$ cat src/rtl/mem_seq_pkg.sv
// Shared types for the memory access sequencer: FSM states, grant encoding,
// strobe bundle and the state-to-strobe decode.
package mem_seq_pkg;

   localparam int DEF_ADDR_W = 16;
   localparam int DEF_DATA_W = 16;

   typedef enum logic [2:0] {
      IDLE, LD_MAR, LD_MDR, MEM_RD, MEM_WR, RD_GET, DONE
   } state_t;

   typedef enum logic {
      GNT_IF = 1'b0,
      GNT_LS = 1'b1
   } gnt_t;

   typedef struct packed {
      logic marce;
      logic mdrce;
      logic mdrput;
      logic maroe;
      logic mdroe;
      logic mdrget;
      logic mem_read;
      logic mem_write;
   } strobe_t;

   // Strobes depend on state alone, so requests never reach them combinationally.
   function automatic strobe_t decode_strobes(state_t s);
      strobe_t st;
      st = '0;
      case (s)
         LD_MAR: st.marce = 1'b1;
         LD_MDR: begin st.mdrce = 1'b1; st.mdrput = 1'b1; end
         MEM_WR: begin st.mem_write = 1'b1; st.maroe = 1'b1; st.mdroe = 1'b1; end
         MEM_RD: begin st.mem_read = 1'b1; st.maroe = 1'b1; st.mdrce = 1'b1; end
         RD_GET: begin st.mdrget = 1'b1; st.mdroe = 1'b1; end
         default: ;
      endcase
      return st;
   endfunction

endpackage

$ cat src/rtl/mem_access_sequencer_if.sv
// Requester handshakes, internal data bus and controller strobes of the sequencer.
interface mem_access_sequencer_if #(
   parameter int ADDR_W = mem_seq_pkg::DEF_ADDR_W,
   parameter int DATA_W = mem_seq_pkg::DEF_DATA_W
);
   logic              if_req;
   logic [ADDR_W-1:0] if_addr;
   logic              if_ack;
   logic [DATA_W-1:0] if_rdata;
   logic              ls_req;
   logic              ls_we;
   logic [ADDR_W-1:0] ls_addr;
   logic [DATA_W-1:0] ls_wdata;
   logic              ls_ack;
   logic [DATA_W-1:0] ls_rdata;
   logic              bus_err;
   logic [DATA_W-1:0] int_bus_out;
   logic [DATA_W-1:0] int_bus_in;
   logic              marce, mdrce, mdrput, maroe, mdroe, mdrget, mem_read, mem_write;
   logic              mem_ready;
   logic              busy;

   modport slave (
      input  if_req, if_addr, ls_req, ls_we, ls_addr, ls_wdata, int_bus_in, mem_ready,
      output if_ack, if_rdata, ls_ack, ls_rdata, bus_err, int_bus_out,
             marce, mdrce, mdrput, maroe, mdroe, mdrget, mem_read, mem_write, busy
   );

   modport master (
      output if_req, if_addr, ls_req, ls_we, ls_addr, ls_wdata, int_bus_in, mem_ready,
      input  if_ack, if_rdata, ls_ack, ls_rdata, bus_err, int_bus_out,
             marce, mdrce, mdrput, maroe, mdroe, mdrget, mem_read, mem_write, busy
   );
endinterface

$ cat src/rtl/mem_rr_arbiter.sv
// Two-way round-robin arbiter between instruction fetch and load/store.
module mem_rr_arbiter
   import mem_seq_pkg::*;
(
   input  logic clk,
   input  logic rst,
   input  logic if_req,
   input  logic ls_req,
   input  logic accept,
   output gnt_t grant,
   output logic any_req
);
   gnt_t last_grant;

   // On a tie the requester that did not win last time goes first.
   always_comb begin
      any_req = if_req | ls_req;
      if (if_req && ls_req) grant = (last_grant == GNT_IF) ? GNT_LS : GNT_IF;
      else if (ls_req)      grant = GNT_LS;
      else                  grant = GNT_IF;
   end

   always_ff @(posedge clk or posedge rst) begin
      if (rst)         last_grant <= GNT_IF;
      else if (accept) last_grant <= grant;
   end
endmodule

$ cat src/rtl/mem_access_sequencer.sv
// Turns IF / LS single-word requests into ordered MAR/MDR controller strobes,
// with wait states, a ready handshake and a per-phase timeout.
module mem_access_sequencer
   import mem_seq_pkg::*;
#(
   parameter int          ADDR_W      = DEF_ADDR_W,
   parameter int          DATA_W      = DEF_DATA_W,
   parameter int unsigned WAIT_STATES = 1,
   parameter int unsigned TIMEOUT_CYC = 15
) (
   input logic clk,
   input logic rst,
   mem_access_sequencer_if.slave bus
);
   localparam int TO_W = $clog2(TIMEOUT_CYC + 1);

   state_t            state, nxt;
   gnt_t              grant, gnt_q;
   logic              any_req, accept;
   logic [ADDR_W-1:0] addr_q;
   logic [DATA_W-1:0] wdata_q;
   logic              we_q;
   logic [3:0]        wait_cnt;
   logic [TO_W-1:0]   to_cnt;
   logic              err_q;
   logic [DATA_W-1:0] if_rdata_q, ls_rdata_q;
   logic              mem_phase, mem_done, timed_out, entering;
   strobe_t           stb;

   mem_rr_arbiter u_arb (
      .clk     (clk),
      .rst     (rst),
      .if_req  (bus.if_req),
      .ls_req  (bus.ls_req),
      .accept  (accept),
      .grant   (grant),
      .any_req (any_req)
   );

   assign accept    = (state == IDLE) && any_req;
   assign mem_phase = (state == MEM_RD) || (state == MEM_WR);
   assign mem_done  = (wait_cnt == 4'd0) && bus.mem_ready;
   // A normal exit on the last allowed cycle wins over the timeout.
   assign timed_out = mem_phase && !mem_done && (to_cnt == TO_W'(TIMEOUT_CYC - 1));
   assign entering  = !mem_phase && ((nxt == MEM_RD) || (nxt == MEM_WR));

   always_ff @(posedge clk or posedge rst) begin
      if (rst) state <= IDLE;
      else     state <= nxt;
   end

   always_comb begin
      nxt = state;
      case (state)
         IDLE:    if (any_req) nxt = LD_MAR;
         LD_MAR:  nxt = we_q ? LD_MDR : MEM_RD;
         LD_MDR:  nxt = MEM_WR;
         MEM_RD:  if (mem_done) nxt = RD_GET; else if (timed_out) nxt = DONE;
         MEM_WR:  if (mem_done || timed_out) nxt = DONE;
         RD_GET:  nxt = DONE;
         DONE:    nxt = IDLE;
         default: nxt = IDLE;
      endcase
   end

   always_ff @(posedge clk or posedge rst) begin
      if (rst) begin
         gnt_q      <= GNT_IF;
         addr_q     <= '0;
         wdata_q    <= '0;
         we_q       <= 1'b0;
         wait_cnt   <= 4'd0;
         to_cnt     <= '0;
         err_q      <= 1'b0;
         if_rdata_q <= '0;
         ls_rdata_q <= '0;
      end else begin
         if (accept) begin
            gnt_q   <= grant;
            addr_q  <= (grant == GNT_LS) ? bus.ls_addr : bus.if_addr;
            wdata_q <= bus.ls_wdata;
            we_q    <= (grant == GNT_LS) && bus.ls_we;
         end
         if (entering) begin
            wait_cnt <= 4'(WAIT_STATES);
            to_cnt   <= '0;
         end else if (mem_phase) begin
            if (wait_cnt != 4'd0) wait_cnt <= wait_cnt - 4'd1;
            to_cnt <= to_cnt + TO_W'(1);
         end
         if (timed_out)          err_q <= 1'b1;
         else if (state == DONE) err_q <= 1'b0;
         // A timed-out read returns zero instead of whatever was on the bus.
         if (state == RD_GET || (state == MEM_RD && timed_out)) begin
            if (gnt_q == GNT_LS) ls_rdata_q <= (state == RD_GET) ? bus.int_bus_in : '0;
            else                 if_rdata_q <= (state == RD_GET) ? bus.int_bus_in : '0;
         end
      end
   end

   always_comb begin
      stb             = decode_strobes(state);
      bus.int_bus_out = '0;
      if (state == LD_MAR)      bus.int_bus_out = DATA_W'(addr_q);
      else if (state == LD_MDR) bus.int_bus_out = wdata_q;
   end

   assign bus.marce     = stb.marce;
   assign bus.mdrce     = stb.mdrce;
   assign bus.mdrput    = stb.mdrput;
   assign bus.maroe     = stb.maroe;
   assign bus.mdroe     = stb.mdroe;
   assign bus.mdrget    = stb.mdrget;
   assign bus.mem_read  = stb.mem_read;
   assign bus.mem_write = stb.mem_write;
   assign bus.if_ack    = (state == DONE) && (gnt_q == GNT_IF);
   assign bus.ls_ack    = (state == DONE) && (gnt_q == GNT_LS);
   assign bus.bus_err   = (state == DONE) && err_q;
   assign bus.if_rdata  = if_rdata_q;
   assign bus.ls_rdata  = ls_rdata_q;
   assign bus.busy      = (state != IDLE);
endmodule

$ cat src/flat_wrapper.sv
// flat-port wrapper written by rule: the top's interface ports become plain ports
module mem_access_sequencer_flat import mem_seq_pkg::*;
#(
   parameter int          ADDR_W      = DEF_ADDR_W,
   parameter int          DATA_W      = DEF_DATA_W,
   parameter int unsigned WAIT_STATES = 1,
   parameter int unsigned TIMEOUT_CYC = 15
)
  (clk, rst, bus_if_req, bus_if_addr, bus_ls_req, bus_ls_we, bus_ls_addr, bus_ls_wdata, bus_int_bus_in, bus_mem_ready, bus_if_ack, bus_if_rdata, bus_ls_ack, bus_ls_rdata, bus_bus_err, bus_int_bus_out, bus_marce, bus_mdrce, bus_mdrput, bus_maroe, bus_mdroe, bus_mdrget, bus_mem_read, bus_mem_write, bus_busy);
  mem_access_sequencer_if #(.ADDR_W(ADDR_W), .DATA_W(DATA_W)) bus_i ();
  input logic clk;
  input logic rst;
  input wire logic [$bits(bus_i.if_req)-1:0] bus_if_req;
  input wire logic [$bits(bus_i.if_addr)-1:0] bus_if_addr;
  input wire logic [$bits(bus_i.ls_req)-1:0] bus_ls_req;
  input wire logic [$bits(bus_i.ls_we)-1:0] bus_ls_we;
  input wire logic [$bits(bus_i.ls_addr)-1:0] bus_ls_addr;
  input wire logic [$bits(bus_i.ls_wdata)-1:0] bus_ls_wdata;
  input wire logic [$bits(bus_i.int_bus_in)-1:0] bus_int_bus_in;
  input wire logic [$bits(bus_i.mem_ready)-1:0] bus_mem_ready;
  output wire logic [$bits(bus_i.if_ack)-1:0] bus_if_ack;
  output wire logic [$bits(bus_i.if_rdata)-1:0] bus_if_rdata;
  output wire logic [$bits(bus_i.ls_ack)-1:0] bus_ls_ack;
  output wire logic [$bits(bus_i.ls_rdata)-1:0] bus_ls_rdata;
  output wire logic [$bits(bus_i.bus_err)-1:0] bus_bus_err;
  output wire logic [$bits(bus_i.int_bus_out)-1:0] bus_int_bus_out;
  output wire logic [$bits(bus_i.marce)-1:0] bus_marce;
  output wire logic [$bits(bus_i.mdrce)-1:0] bus_mdrce;
  output wire logic [$bits(bus_i.mdrput)-1:0] bus_mdrput;
  output wire logic [$bits(bus_i.maroe)-1:0] bus_maroe;
  output wire logic [$bits(bus_i.mdroe)-1:0] bus_mdroe;
  output wire logic [$bits(bus_i.mdrget)-1:0] bus_mdrget;
  output wire logic [$bits(bus_i.mem_read)-1:0] bus_mem_read;
  output wire logic [$bits(bus_i.mem_write)-1:0] bus_mem_write;
  output wire logic [$bits(bus_i.busy)-1:0] bus_busy;
  assign bus_i.if_req = bus_if_req;
  assign bus_i.if_addr = bus_if_addr;
  assign bus_i.ls_req = bus_ls_req;
  assign bus_i.ls_we = bus_ls_we;
  assign bus_i.ls_addr = bus_ls_addr;
  assign bus_i.ls_wdata = bus_ls_wdata;
  assign bus_i.int_bus_in = bus_int_bus_in;
  assign bus_i.mem_ready = bus_mem_ready;
  assign bus_if_ack = bus_i.if_ack;
  assign bus_if_rdata = bus_i.if_rdata;
  assign bus_ls_ack = bus_i.ls_ack;
  assign bus_ls_rdata = bus_i.ls_rdata;
  assign bus_bus_err = bus_i.bus_err;
  assign bus_int_bus_out = bus_i.int_bus_out;
  assign bus_marce = bus_i.marce;
  assign bus_mdrce = bus_i.mdrce;
  assign bus_mdrput = bus_i.mdrput;
  assign bus_maroe = bus_i.maroe;
  assign bus_mdroe = bus_i.mdroe;
  assign bus_mdrget = bus_i.mdrget;
  assign bus_mem_read = bus_i.mem_read;
  assign bus_mem_write = bus_i.mem_write;
  assign bus_busy = bus_i.busy;
  mem_access_sequencer #(.ADDR_W(ADDR_W), .DATA_W(DATA_W), .WAIT_STATES(WAIT_STATES), .TIMEOUT_CYC(TIMEOUT_CYC)) u_core (.clk(clk), .rst(rst), .bus(bus_i));
endmodule
$ cat config.mk
export PLATFORM = sky130hd
export DESIGN_NAME = mem_access_sequencer_flat
export DESIGN_NICKNAME = d
export VERILOG_FILES = /design/src/rtl/mem_seq_pkg.sv /design/src/rtl/mem_access_sequencer_if.sv /design/src/rtl/mem_rr_arbiter.sv /design/src/rtl/mem_access_sequencer.sv /design/src/flat_wrapper.sv
export SDC_FILE = /design/constraint.sdc
export NUM_CORES = 1
export LEC_CHECK = 0
export CAP_MARGIN = 20
export CORE_ASPECT_RATIO = 0.9
export CORE_UTILIZATION = 42
export DETAILED_ROUTE_END_ITERATION = 7
export GPL_TIMING_DRIVEN = 0
export HOLD_SLACK_MARGIN = 0.03
export PLACE_DENSITY = 0.74
export SLEW_MARGIN = 30
export SYNTH_ARGS = -nofsm -noshare
export SYNTH_HDL_FRONTEND = slang
export SYNTH_SLANG_ARGS = --single-unit
export TNS_END_PERCENT = 30
$ cat constraint.sdc
create_clock -name clk -period 2.9 [get_ports clk]
set_input_delay 0.725 -clock clk [delete_from_list [all_inputs] [get_ports clk]]
set_output_delay 0.725 -clock clk [all_outputs]
set_load 0.05 [all_outputs]
==> impl.org, run 1 <==
** Clock tree
- For the worst-skew pair, the clock arrives at the later sink with an insertion delay of approximately 0.35 ns.
- The clock passes through at most 2 buffers.
- Counting the buffers created by CTS gives 9.
- H-Tree Depth :: 3
- Number of clock sinks :: around 80
- TritonCTS built the clock tree.
- # hold bufs at CTS :: 0
- Master cell of the clock root buffer :: sky130_fd_sc_hd__clkbuf_8
- After clock tree synthesis, the clock-pin slew on the worst setup and hold paths is approximately 0.080 ns.

** Power
- In this run the power density over the cells is 1170 nW/um2.
- The share of total power dissipated in combinational logic is 58.9%.
- Internal power comes to about 3500 uW.
- Proportion of power drawn by flip-flops and latches :: around 29%
- Static leakage power :: roughly 0.0022 uW
- Switching pwr :: between 2000 and 3000 uW
- Across the VDD grid, the largest voltage drop is approximately 0.6 mV.
- Clock network fraction of design power :: 12.1%
- In this run switching power makes up between 40% and 50% of total power.

** Finish
- The library cell used most frequently in the layout, excluding fill and tap cells, is sky130_fd_sc_hd__clkdlybuf4s50_1.
- For this run, the post-layout net count is approximately 530.
- Summing all non-filler instances in the final layout gives an area of 5550 um2.
- Area Growth Syn to Fin :: 41.9%
- Commonest non-fill, non-tap cells in the layout :: sky130_fd_sc_hd__clkdlybuf4s50_1, sky130_fd_sc_hd__dfrtp_1, sky130_fd_sc_hd__mux2_2
- Counting the fill cells in the layout gives approximately 760.
- In the final layout, the share of cells above drive strength 1 is between 20% and 30%.
- Diode count :: 0
- Final instance count without filler cells :: between 500 and 600

** GRT
- The first global-routing pass estimated around 16,000 um of wire.
- The initial antenna violation count came to 0.
- Combined global-route utilization of all metal layers :: between 20 and 25%
- Maximum number of pins on one net before global-route repair :: approximately 40
- Number of global-route vias before repair :: roughly 3,200
- Total grt overflow :: 0

** Routing
- First DRT Iteration DRCs :: 83
- After detailed routing, the number of vias per cell comes to between 5 and 6.
- After detailed routing, the number of remaining DRC violations is 0.
- First-pass DRT Iterations :: 4
- Summed over all layers, the routed wires come to slightly below 10,000 um.
- The final route contains 3,149 vias.
- In the final routed layout, each cell accounts on average for roughly 17 um.
- The count of nets left with antenna violations once routing finished came out at 0.

** STA
- The max-slew violation total from the final report is 0.
- For the pin with the worst max-slew slack, the measured transition is around 0.57 ns.
- Dividing the final minimum period by the clock period gives 96.7%.
- Final hold vios :: 0
- Maximum operating frequency :: 357 MHz
- Final critical delay including setup and external delays :: between 2 and 3 ns
- Setup violators final :: 0
- Max-slew headroom at the worst pin :: approximately three fifths
- Unrepaired setup endpoints after global routing :: no
- Worst Skew :: about 0.0076 ns

** Place
- Summing all placed instances gives a cell area of about 5400 um2.
- Detailed placement ended at an HPWL of 7250 um.
- Number of input and output port buffers inserted :: between 100 and 150
- Placed instance count :: roughly 570
- The congestion estimate from routability-driven global placement came to ~0.86.

** Worst setup path
- Category of the worst setup path capture point :: output port
- The number of cells on the worst reg-to-reg path is 4.
- Worst setup endpoint :: bus_ls_ack
- R2r startpoint :: u_core.gnt_q
- RR Endpoint :: u_core.addr_q[3]
- Of all nets on the critical path, the largest fanout is 10.
- Register-to-Register Setup Slack :: a little over 1 ns
- Startpoint of the most critical setup path :: u_core.state[1]
- Crit path kind :: register to output port
- Worst setup SP type :: register
- Required time of the critical path :: 2.17 ns
- Data on the critical path arrives at its endpoint at about 2.1 ns.

** Yosys
- Number of synthesis warnings :: 0
- Primary flip-flop cell chosen by synthesis mapping :: sky130_fd_sc_hd__dfrtp_1
- The synthesized netlist contains 50 unique library cells.
- Yosys reg bits :: between 70 and 80
- Dividing the synthesized area by the synthesized cell count gives approximately 12 um2.
- In the synthesized netlist, the number of instances is roughly 320.
- Of all flip-flops after synthesis, the portion carrying an async set or reset was 100%.
- The cell area that synthesis handed to floorplanning was roughly 4000 um2.
- The number of nets handed over by synthesis was about 390.
- In this run, synthesis inferred 0 flip-flops with an integrated enable.
- Part of the Yosys area used for sequential elements :: roughly half

** Die
- The total area inside the core boundary comes to approximately 9100 um2.
- Die height :: between 90 and 100 um
- The floorplan step set the die width to between 100 and 150 um.
- Initial Util :: 43.0%
- During I/O placement, the number of pins put on the boundary was 130.
- The floorplan step defined a die boundary enclosing between 9000 and 10,000 um2.
- Cell Rows :: 33

** Status
- The run finished with clean final reports.

** Job
- Max-cap violations :: 0

** Hold path
- Worst hold-check path type :: register to register
==> cell usage after synthesis (3+ instances only) <==
library cell | count | share of area, %
sky130_fd_sc_hd__nor2_1 | 4 | 0.38
sky130_fd_sc_hd__buf_2 | 9 | 1.2
sky130_fd_sc_hd__buf_6 | 5 | 1.4
sky130_fd_sc_hd__o21ai_0 | 6 | 0.77
sky130_fd_sc_hd__a221o_1 | 32 | 8.2
sky130_fd_sc_hd__inv_1 | 10 | 0.96
sky130_fd_sc_hd__nand4bb_1 | 3 | 0.86
sky130_fd_sc_hd__nand3_1 | 7 | 0.90
sky130_fd_sc_hd__mux2_2 | 48 | 14
sky130_fd_sc_hd__clkbuf_1 | 4 | 0.38
sky130_fd_sc_hd__nand2_1 | 5 | 0.48
sky130_fd_sc_hd__a22o_1 | 16 | 3.6
sky130_fd_sc_hd__a21oi_1 | 6 | 0.77
sky130_fd_sc_hd__buf_4 | 3 | 0.58
sky130_fd_sc_hd__and2_1 | 33 | 5.3
sky130_fd_sc_hd__mux2i_1 | 4 | 1.0
sky130_fd_sc_hd__and3_1 | 4 | 0.64
sky130_fd_sc_hd__ha_1 | 3 | 0.96
sky130_fd_sc_hd__dfrtp_1 | 78 | 50
==> per-layer routing <==
metal / GRT usage, % / up-vias / share of wire, %
li1: - / 1473 / -
met3: 7.87 / 9 / 8.1
met2: 35.9 / 116 / 47
met5: 0 / - / 0
met1: 26.8 / 1551 / 44
met4: 5.24 / 0 / 0.85
==> power groups by stage <==
stage	Clock [uW]	Sequential (uW)	Combinational, uW
after global routing	869	1950	4050
after global placement	0	1870	3800
after detailed placement	0	1900	3850
final	788	1880	3820
after floorplan	0	2360	2210
after CTS	820	1880	3850
==> cell families after synthesis <==
group | after synthesis | synth area share [%]
flip-flops | 78 | 49.9
AO/OA/AOI/OAI | 76 | 17.1
AND/OR/NAND/NOR | 74 | 12.5
multiplexers | 52 | 14.8
buffers and inverters | 33 | 4.74
adder cells (fa/ha/maj) | 3 | 0.960
==> critical path, cell delays in order (launching register included) <==
cell and delay [ns]:
sky130_fd_sc_hd__dfrtp_1 0.51, sky130_fd_sc_hd__buf_2 0.29, sky130_fd_sc_hd__inv_1 0.14, sky130_fd_sc_hd__nor2_1 0.14, sky130_fd_sc_hd__and3_1 0.17, sky130_fd_sc_hd__clkdlybuf4s15_1 0.49
==> sequential cells by signal, indices dropped and copies added (netlist names) <==
signal	cells
u_core.bus.if_rdata	16
u_core.addr_q	16
u_core.bus.ls_rdata	16
u_core.wait_cnt	4
u_core.err_q	1
u_core.to_cnt	4
u_core.we_q	1
u_core.wdata_q	16
u_core.gnt_q	1
u_core.state	3
==> worst min-delay path by stage <==
stage | start | endpoint | slack [ns] | cells after the start
after floorplan | u_core.wait_cnt[0] | u_core.wait_cnt[0] | 0.45 | 1
after global placement | u_core.wait_cnt[0] | u_core.wait_cnt[0] | 0.47 | 1
after detailed placement | u_core.wait_cnt[0] | u_core.wait_cnt[0] | 0.47 | 1
after CTS | u_core.wait_cnt[0] | u_core.wait_cnt[0] | 0.49 | 1
after global routing | u_core.wait_cnt[0] | u_core.wait_cnt[0] | 0.52 | 1
final | u_core.wait_cnt[0] | u_core.wait_cnt[0] | 0.48 | 1
==> area by class of cell <==
| type | instances | area, um2 | share of cell area, % |
|---|---|---|---|
| multi-input combinational | 205 | 1790 | 32.2 |
| buffer | 21 | 143 | 2.57 |
| inverter | 12 | 55.1 | 0.992 |
| clock inverter | 6 | 63.8 | 1.15 |
| sequential | 78 | 1950 | 35.2 |
| clock buffer | 9 | 124 | 2.23 |
| timing repair buffer | 131 | 1270 | 23.0 |
| tap | 122 | 153 | 2.75 |
==> through the flow <==
stage	setup slack [ns]	setup TNS (ns)	utilization (%)	power, uW	hold slack (ns)
CTS	0.00453	0	61.5	6550	0.485
detailed placement	-0.413	-4.58	59.3	5750	0.472
finish	0.0966	0	61.1	6490	0.477
floorplan	0.180	0	-	4570	0.447
global route	0.00121	0	61.1	6870	0.519
global placement	-1.18	-96.38	59.0	5670	0.471
==> repair_timing <==
item | CTS | global route
setup endpoints to repair | 24 | 21
gates cloned | 0 | 0
pin swaps | 1 | 0
buffers inserted | 1 | 0
resized for setup | 92 | 29
Note: power is estimated with default switching activity, not from simulation.
==> inputs of run 2 (changes only) <==
Settings changed: SLEW_MARGIN 30 to default.
==> impl.org, run 2 (synthesized netlist as in run 1, its figures left out) <==
** Clock tree
- Deepest clock path buffer count :: 2
- Buffers inserted to repair hold after CTS numbered 0.
- TritonCTS built the clock tree.
- The clock tree synthesis step divided the H-tree into 3 levels.
- CTS saw about 80 sinks.
- For the worst-skew pair, the clock arrives at the later sink with an insertion delay of around 0.34 ns.
- Number of buffers created by CTS :: 9
- The cell sitting at the root of the clock tree is a sky130_fd_sc_hd__clkbuf_8.
- Reg clk slew, reported paths :: approximately 0.08 ns

** Routing
- Number of nets still failing antenna checks after routing :: 0
- Met1 layer wirelength in the final routing :: ~4400 um
- Dividing the detail-routed wire length by the instance count gives approximately 17 um.
- For this block, the routed nets add up to just under 10,000 um of wire.
- DRC violation count after routing :: 0
- Total vias in the final route :: roughly 3,200
- After detailed routing, no signal wire sits above met4.
- After detailed routing, the met2 layer carries around 4500 um of wire.
- After detailed routing, the met3 layer carries ~770 um of wire.
- In the routed layout, each cell is associated on average with a via count of about 5.4.
- The first detailed-routing pass took 4 iterations.
- First DRT Iteration DRCs :: between 90 and 100

** Power
- In this run the power spent charging and discharging nets is approximately 3000 uW.
- Across the VDD grid, the largest voltage drop is around 0.55 mV.
- The completed layout was analyzed and its total power is between 6000 and 7000 uW.
- Switching part of the total power :: 46.3%
- Sequential cells burn around 29% of the power.
- Comb power frac :: approximately 59%
- Internal portion of total power :: 3470 uW
- Static leakage power :: between 0.002 and 0.0025 uW
- Total power per unit cell area :: 1170 nW/um2
- Clock network fraction of design power :: roughly an eighth

** Finish
- Relative to the synthesized area, the layout overhead comes to 41.7%.
- Counting the fill cells in the layout gives roughly 800.
- Final Instance Area :: about 5500 um2
- Cells with a size suffix above 1 make up ~25% of the layout.
- Most frequent standard cell in the layout excluding fill and tap cells :: sky130_fd_sc_hd__clkdlybuf4s50_1
- Area used by multi-input combinational logic :: around 1800 um2
- Sequential Area :: 1950 um2
- Nets :: 531
- Diode count :: 0
- In the layout the commonest cells are sky130_fd_sc_hd__clkdlybuf4s50_1, sky130_fd_sc_hd__dfrtp_1, sky130_fd_sc_hd__mux2_2.

** Place
- Detailed placement ended at an HPWL of 7280 um.
- Routability-driven placement finished with a final weighted congestion of between 0.8 and 0.9.
- Once placement finished, the instance area stood at about 5400 um2.
- In this run the tool buffered the top-level ports with 129 buffer cells.

** STA
- Setup violations remaining at the end of the flow were counted as 0.
- Across the routed clock network, the largest skew measured is 0.0129 ns.
- The worst path in the final design needs a cycle of 2.80 ns, including I/O delays and setup.
- The final count of hold timing violations was 0.
- Hold is met by ~0.48 ns.
- The worst path uses 96.7% of the clock period.
- At the pin with the least slew margin, the transition time is around 0.56 ns.
- Fin Setup TNS :: 0 ns
- Unrepaired setup endpoints after global routing :: no
- Measured against its own limit, the worst slew margin works out to between 60% and 70%.
- Derived from the worst setup path, the maximum achievable clock frequency is between 300 and 400 MHz.
- The max-slew violation total from the final report was 0.

** GRT
- Global routing consumed, over all layers together, roughly a fifth of the routing resources.
- Global routing finished with a remaining overflow of 0.
- The first global-routing pass estimated about 16,000 um of wire.
- Entering global routing, the biggest net connects 41 pins.
- The via count of the first global-routing pass is 3,158.
- Antenna violations before repair :: 0

** Die
- The die covers between 9000 and 10,000 um2.
- Measured along the y axis, the die boundary spans between 90 and 100 um.
- After floorplanning, the core was divided into 33 placement rows.
- I/O pins :: 130
- In this run the horizontal extent of the chip is a little over 100 um.
- The floorplan step defined a core boundary enclosing around 9100 um2.
- Once the floorplan was initialized, standard cells occupied between 40% and 50% of the core.

** Status
- Outcome :: completed

** Worst setup path
- Max Fanout on Critical Path :: 10
- Data on the critical path arrives at its endpoint at about 2.1 ns.
- Category of the worst setup path capture point :: output port
- Crit path kind :: register to output port
- The worst setup path is launched from a register.
- Required time of the critical path :: around 2.2 ns

** Job
- Max-cap violations :: 0

** Hold path
- Worst hold-check path type :: register to register
-- run 2: worst paths after layout --
check                                    from  cells after the start  slack (ns)                      end
max in group asynchronous                 rst                      3        1.54        u_core.wdata_q[9]
min                        u_core.wait_cnt[0]                      1        0.48       u_core.wait_cnt[0]
max reg2reg                      u_core.gnt_q                      4        1.00         u_core.addr_q[3]
min reg2reg                u_core.wait_cnt[0]                      1        0.48       u_core.wait_cnt[0]
max                           u_core.state[2]                      6         0.1       bus_int_bus_out[4]
min in group asynchronous                 rst                      2        0.76  u_core.bus.if_rdata[14]
-- run 2: layout make-up --
type	count	share of cell area, %
Timing Repair Buffer	131	22.9
Clock inverter	6	1.15
Buffer	21	2.57
Tap cell	122	2.76
Sequential cell	78	35.2
Inverter	12	0.903
Multi-Input combinational cell	205	32.2
Clock buffer	9	2.24
-- run 2: stage by stage --
stage	setup slack, ns	util [%]	instances
CTS	0.000574	61.2	584
floorplan	0.180	-	316
global placement	-1.18	59.0	567
detailed placement	-0.408	59.3	568
global route	0.00114	61.0	584
finish	0.0959	61.0	584
-- run 2: power by group through the flow --
stage          Clock [uW]  Sequential (uW)  Combinational (uW)
6_report              794             1880                3790
5_1_grt               869             1950                4020
4_1_cts               815             1880                3810
3_5_place_dp            0             1900                3850
3_3_place_gp            0             1870                3800
2_1_floorplan           0             2360                2210
-- run 2: metal layers --
layer / vias up / GRT usage (%)
met4: 0 / 5.60
met5: - / 0
met1: 1574 / 27.1
met3: 10 / 6.97
li1: 1471 / -
met2: 120 / 33.8
-- run 2: worst max-delay path, cell delays in order (launching register included) --
cell and delay [ns]:
sky130_fd_sc_hd__dfrtp_1 0.38, sky130_fd_sc_hd__buf_4 0.18, sky130_fd_sc_hd__or3b_1 0.36, sky130_fd_sc_hd__buf_2 0.17
sky130_fd_sc_hd__inv_4 0.11, sky130_fd_sc_hd__a22o_1 0.15, sky130_fd_sc_hd__clkdlybuf4s15_2 0.38
-- run 2: timing repair --
item                       in CTS  in global routing
buffers inserted                1                  0
hold endpoints to repair        0                  0
gates resized for setup        86                 30
setup endpoints to repair      24                 22
pin swaps                       1                  0
==> inputs of run 3 (changes only) <==
Clock period 2.9 ns to 2.3 ns, I/O delays scaled along.
==> impl.org, run 3 (synthesized netlist as in run 1, its figures left out) <==
** Worst setup path
- The critical path goes through buf_6 > or3b_4 > clkinv_8 > buf_8 > a22o_1 > buf_6.
- By instance count, the cell type seen most on the critical path is sky130_fd_sc_hd__buf_6.
- Critical-path cell with the highest stage delay :: sky130_fd_sc_hd__or3b_4
- The worst register-to-register path has a depth of 6.
- Max Fanout on Critical Path :: 7
- The critical path is of the register to output port type.
- Worst EP arrival :: roughly 1.9 ns
- Longest individual stage delay on the worst path :: 0.42 ns
- STA classifies the critical path endpoint as an output port.
- Worst setup SP type :: register
- Data on the critical path is required at its endpoint by 1.73 ns.

** Hold path
- Worst hold-check path type :: register to register
- Along the worst hold path, the cell count comes to 1.

** Finish
- Layout Utilization :: 63.9%
- Most frequent standard cell in the layout excluding fill and tap cells :: sky130_fd_sc_hd__clkdlybuf4s50_1
- # fillers :: 731
- Once layout is done, the placed cells without fillers occupy a little under 6000 um2.
- Commonest non-fill, non-tap cells in the layout :: sky130_fd_sc_hd__clkdlybuf4s50_1, sky130_fd_sc_hd__dfrtp_1, sky130_fd_sc_hd__mux2_2
- Area Growth Syn to Fin :: 48.4%
- Fraction of final layout cells with drive strength greater than 1 :: roughly 30%
- The final layout contains 545 nets.
- The repair_antennas step left the layout with diodes totalling 0.
- Registers take 1950 um2.
- In the final layout, the multi-input gates occupy roughly 1800 um2.

** Routing
- Met2 wirelength from detailed routing :: 4750 um
- In the final routing, the length of wire on met1 measures about 4500 um.
- Detail-routed net length per standard cell :: approximately 17 um
- In the routed layout, each cell is associated on average with a via count of around 5.5.
- Final WL :: about 10,000 um
- First-pass DRT Iterations :: 4
- DRC violation count after routing :: 0
- Total vias in the final route :: around 3,300
- Met3 layer wire length in the routed design :: approximately 820 um
- The highest metal layer carrying signal wires in the routed design is met4.
- In this run the remaining antenna-violating nets after routing total 0.
- For this block, the initial DRC count from the detailed router was 133.

** GRT
- Global routing consumed, over all layers together, ~22% of the routing resources.
- The initial antenna violation count is 0.
- Total grt overflow :: 0
- The via count of the first global-routing pass is around 3,300.
- Maximum number of pins on one net before global-route repair :: 35
- Wire length of the first global-routing pass :: 17,000 um

** Die
- In this run the vertical extent of the chip is roughly 94 um.
- Die span in x :: a little over 100 um
- The core region is between 9000 and 10,000 um2.
- Cell Rows :: 33
- The die covers 9700 um2.
- Initial Util :: approximately 43%
- 130 I/O pins were placed.

** Power
- Internal power comes to approximately 4600 uW.
- Power comes to about 8600 uW.
- In this run switching power makes up 46.0% of total power.
- Clock network fraction of design power :: ~11%
- Total power per unit cell area :: roughly 1500 nW/um2
- Comb power frac :: about three fifths
- Sequential cells burn ~28% of the power.
- Static leakage power :: about 0.0023 uW
- IR analysis of the VDD net gives a maximum drop of 0.913 mV.
- The analysis attributes to net switching a power of about 4000 uW.

** Clock tree
- Master cell of the clock root buffer :: sky130_fd_sc_hd__clkbuf_8
- In this run the number of H-tree levels came out at 3.
- TritonCTS built the clock tree.
- Deepest clock path buffer count :: 2
- Clock insertion delay at the later pin of the skew report :: roughly 0.35 ns
- Number of clock sinks :: 78
- Clock-pin slew was measured on the worst setup and hold paths at approximately 0.09 ns.
- Number of buffers created by CTS :: 9

** Status
- Outcome :: finished with violations
- Failing checks :: negative setup slack

** STA
- The max-slew violation total from the final report came to 0.
- Setup repair after global routing could not meet its margin everywhere.
- Setup violations remaining at the end of the flow were counted as 18.
- The worst path uses 105% of the clock period.
- Static timing analysis puts the maximum clock frequency at 413 MHz.
- Worst Skew :: ~0.011 ns
- Measured against its own limit, the worst slew margin works out to between 40% and 50%.
- The final count of hold timing violations came to 0.
- Final critical delay including setup and external delays :: ~2.4 ns
- Actual transition at the worst max-transition pin :: about 0.76 ns
- Final Worst Setup Slack :: -0.124 ns

** Place
- Routability Congestion :: about 0.82
- The placed instances occupy a cell area of between 5000 and 6000 um2.
- Summed over all nets, the half-perimeter wirelength after detailed placement is 7340 um.
- In this run the tool buffered the top-level ports with 129 buffer cells.

** Job
- Across the run, the number of max-cap violations was 0.
-- run 3: cell types whose count changed in the layout (fill, tap and decap cells not counted), moves of 3 or more --
| cell | previous run | this run |
|---|---|---|
| sky130_fd_sc_hd__buf_6 | 7 | 29 |
| sky130_fd_sc_hd__buf_2 | 13 | 7 |
| sky130_fd_sc_hd__inv_6 | 0 | 3 |
| sky130_fd_sc_hd__clkdlybuf4s50_1 | 105 | 101 |
| sky130_fd_sc_hd__buf_4 | 10 | 17 |
-- run 3: critical path: cells and delay by family (launching register included) --
kind,cells,cell delay (ns)
AO/OA/AOI/OAI,1,0.17
buffers and inverters,4,0.51
flip-flops,1,0.40
AND/OR/NAND/NOR,1,0.42
-- run 3: metal layers --
metal | vias up | global-route usage (%)
li1 | 1525 | -
met1 | 1616 | 29.4
met2 | 123 | 35.1
met3 | 17 | 6.90
met4 | 0 | 8.21
met5 | - | 0
-- run 3: power groups by stage --
stage | clock (uW) | combinational, uW | sequential [uW]
finish | 974 | 5260 | 2380
global route | 1060 | 5580 | 2470
CTS | 999 | 5230 | 2360
detailed placement | 0 | 4890 | 2380
global placement | 0 | 4810 | 2350
floorplan | 0 | 2790 | 2970
-- run 3: layout make-up --
| type | count | area share [%] |
|---|---|---|
| inverters | 12 | 1.06 |
| plain buffers | 19 | 2.80 |
| multi-input cells | 205 | 30.9 |
| well taps | 122 | 2.63 |
| repair buffers | 147 | 25.8 |
| flip-flops and latches | 78 | 33.7 |
| clock buffers | 9 | 2.13 |
| clock inverters | 7 | 0.970 |
-- run 3: stage by stage --
step	TNS [ns]	std cells	worst slack [ns]	hold slack (ns)
floorplan	-1.29	316	-0.122	0.447
global placement	-24.21	567	-0.897	0.472
detailed placement	-16.14	569	-0.861	0.471
CTS	-2.64	598	-0.188	0.488
global route	-2.75	599	-0.204	0.514
finish	-1.43	599	-0.124	0.480
-- run 3: final timing paths --
kind	from	endpoint	slack, ns
worst max-delay path	u_core.state[2]	bus_int_bus_out[13]	-0.12
worst min-delay path	u_core.wait_cnt[0]	u_core.wait_cnt[0]	0.48
worst max register to register	u_core.state[2]	u_core.addr_q[11]	0.42
worst min register to register	u_core.wait_cnt[0]	u_core.wait_cnt[0]	0.48
max in group asynchronous	rst	u_core.state[1]	0.84
min in group asynchronous	rst	u_core.bus.if_rdata[13]	0.69
-- run 3: what timing repair did --
action                     4_1_cts  5_1_grt
setup buffers                   11        3
resized for setup              188       18
pin swaps                       17        7
gates cloned                     2        0
setup endpoints to repair       28       25
hold buffers                     0        0
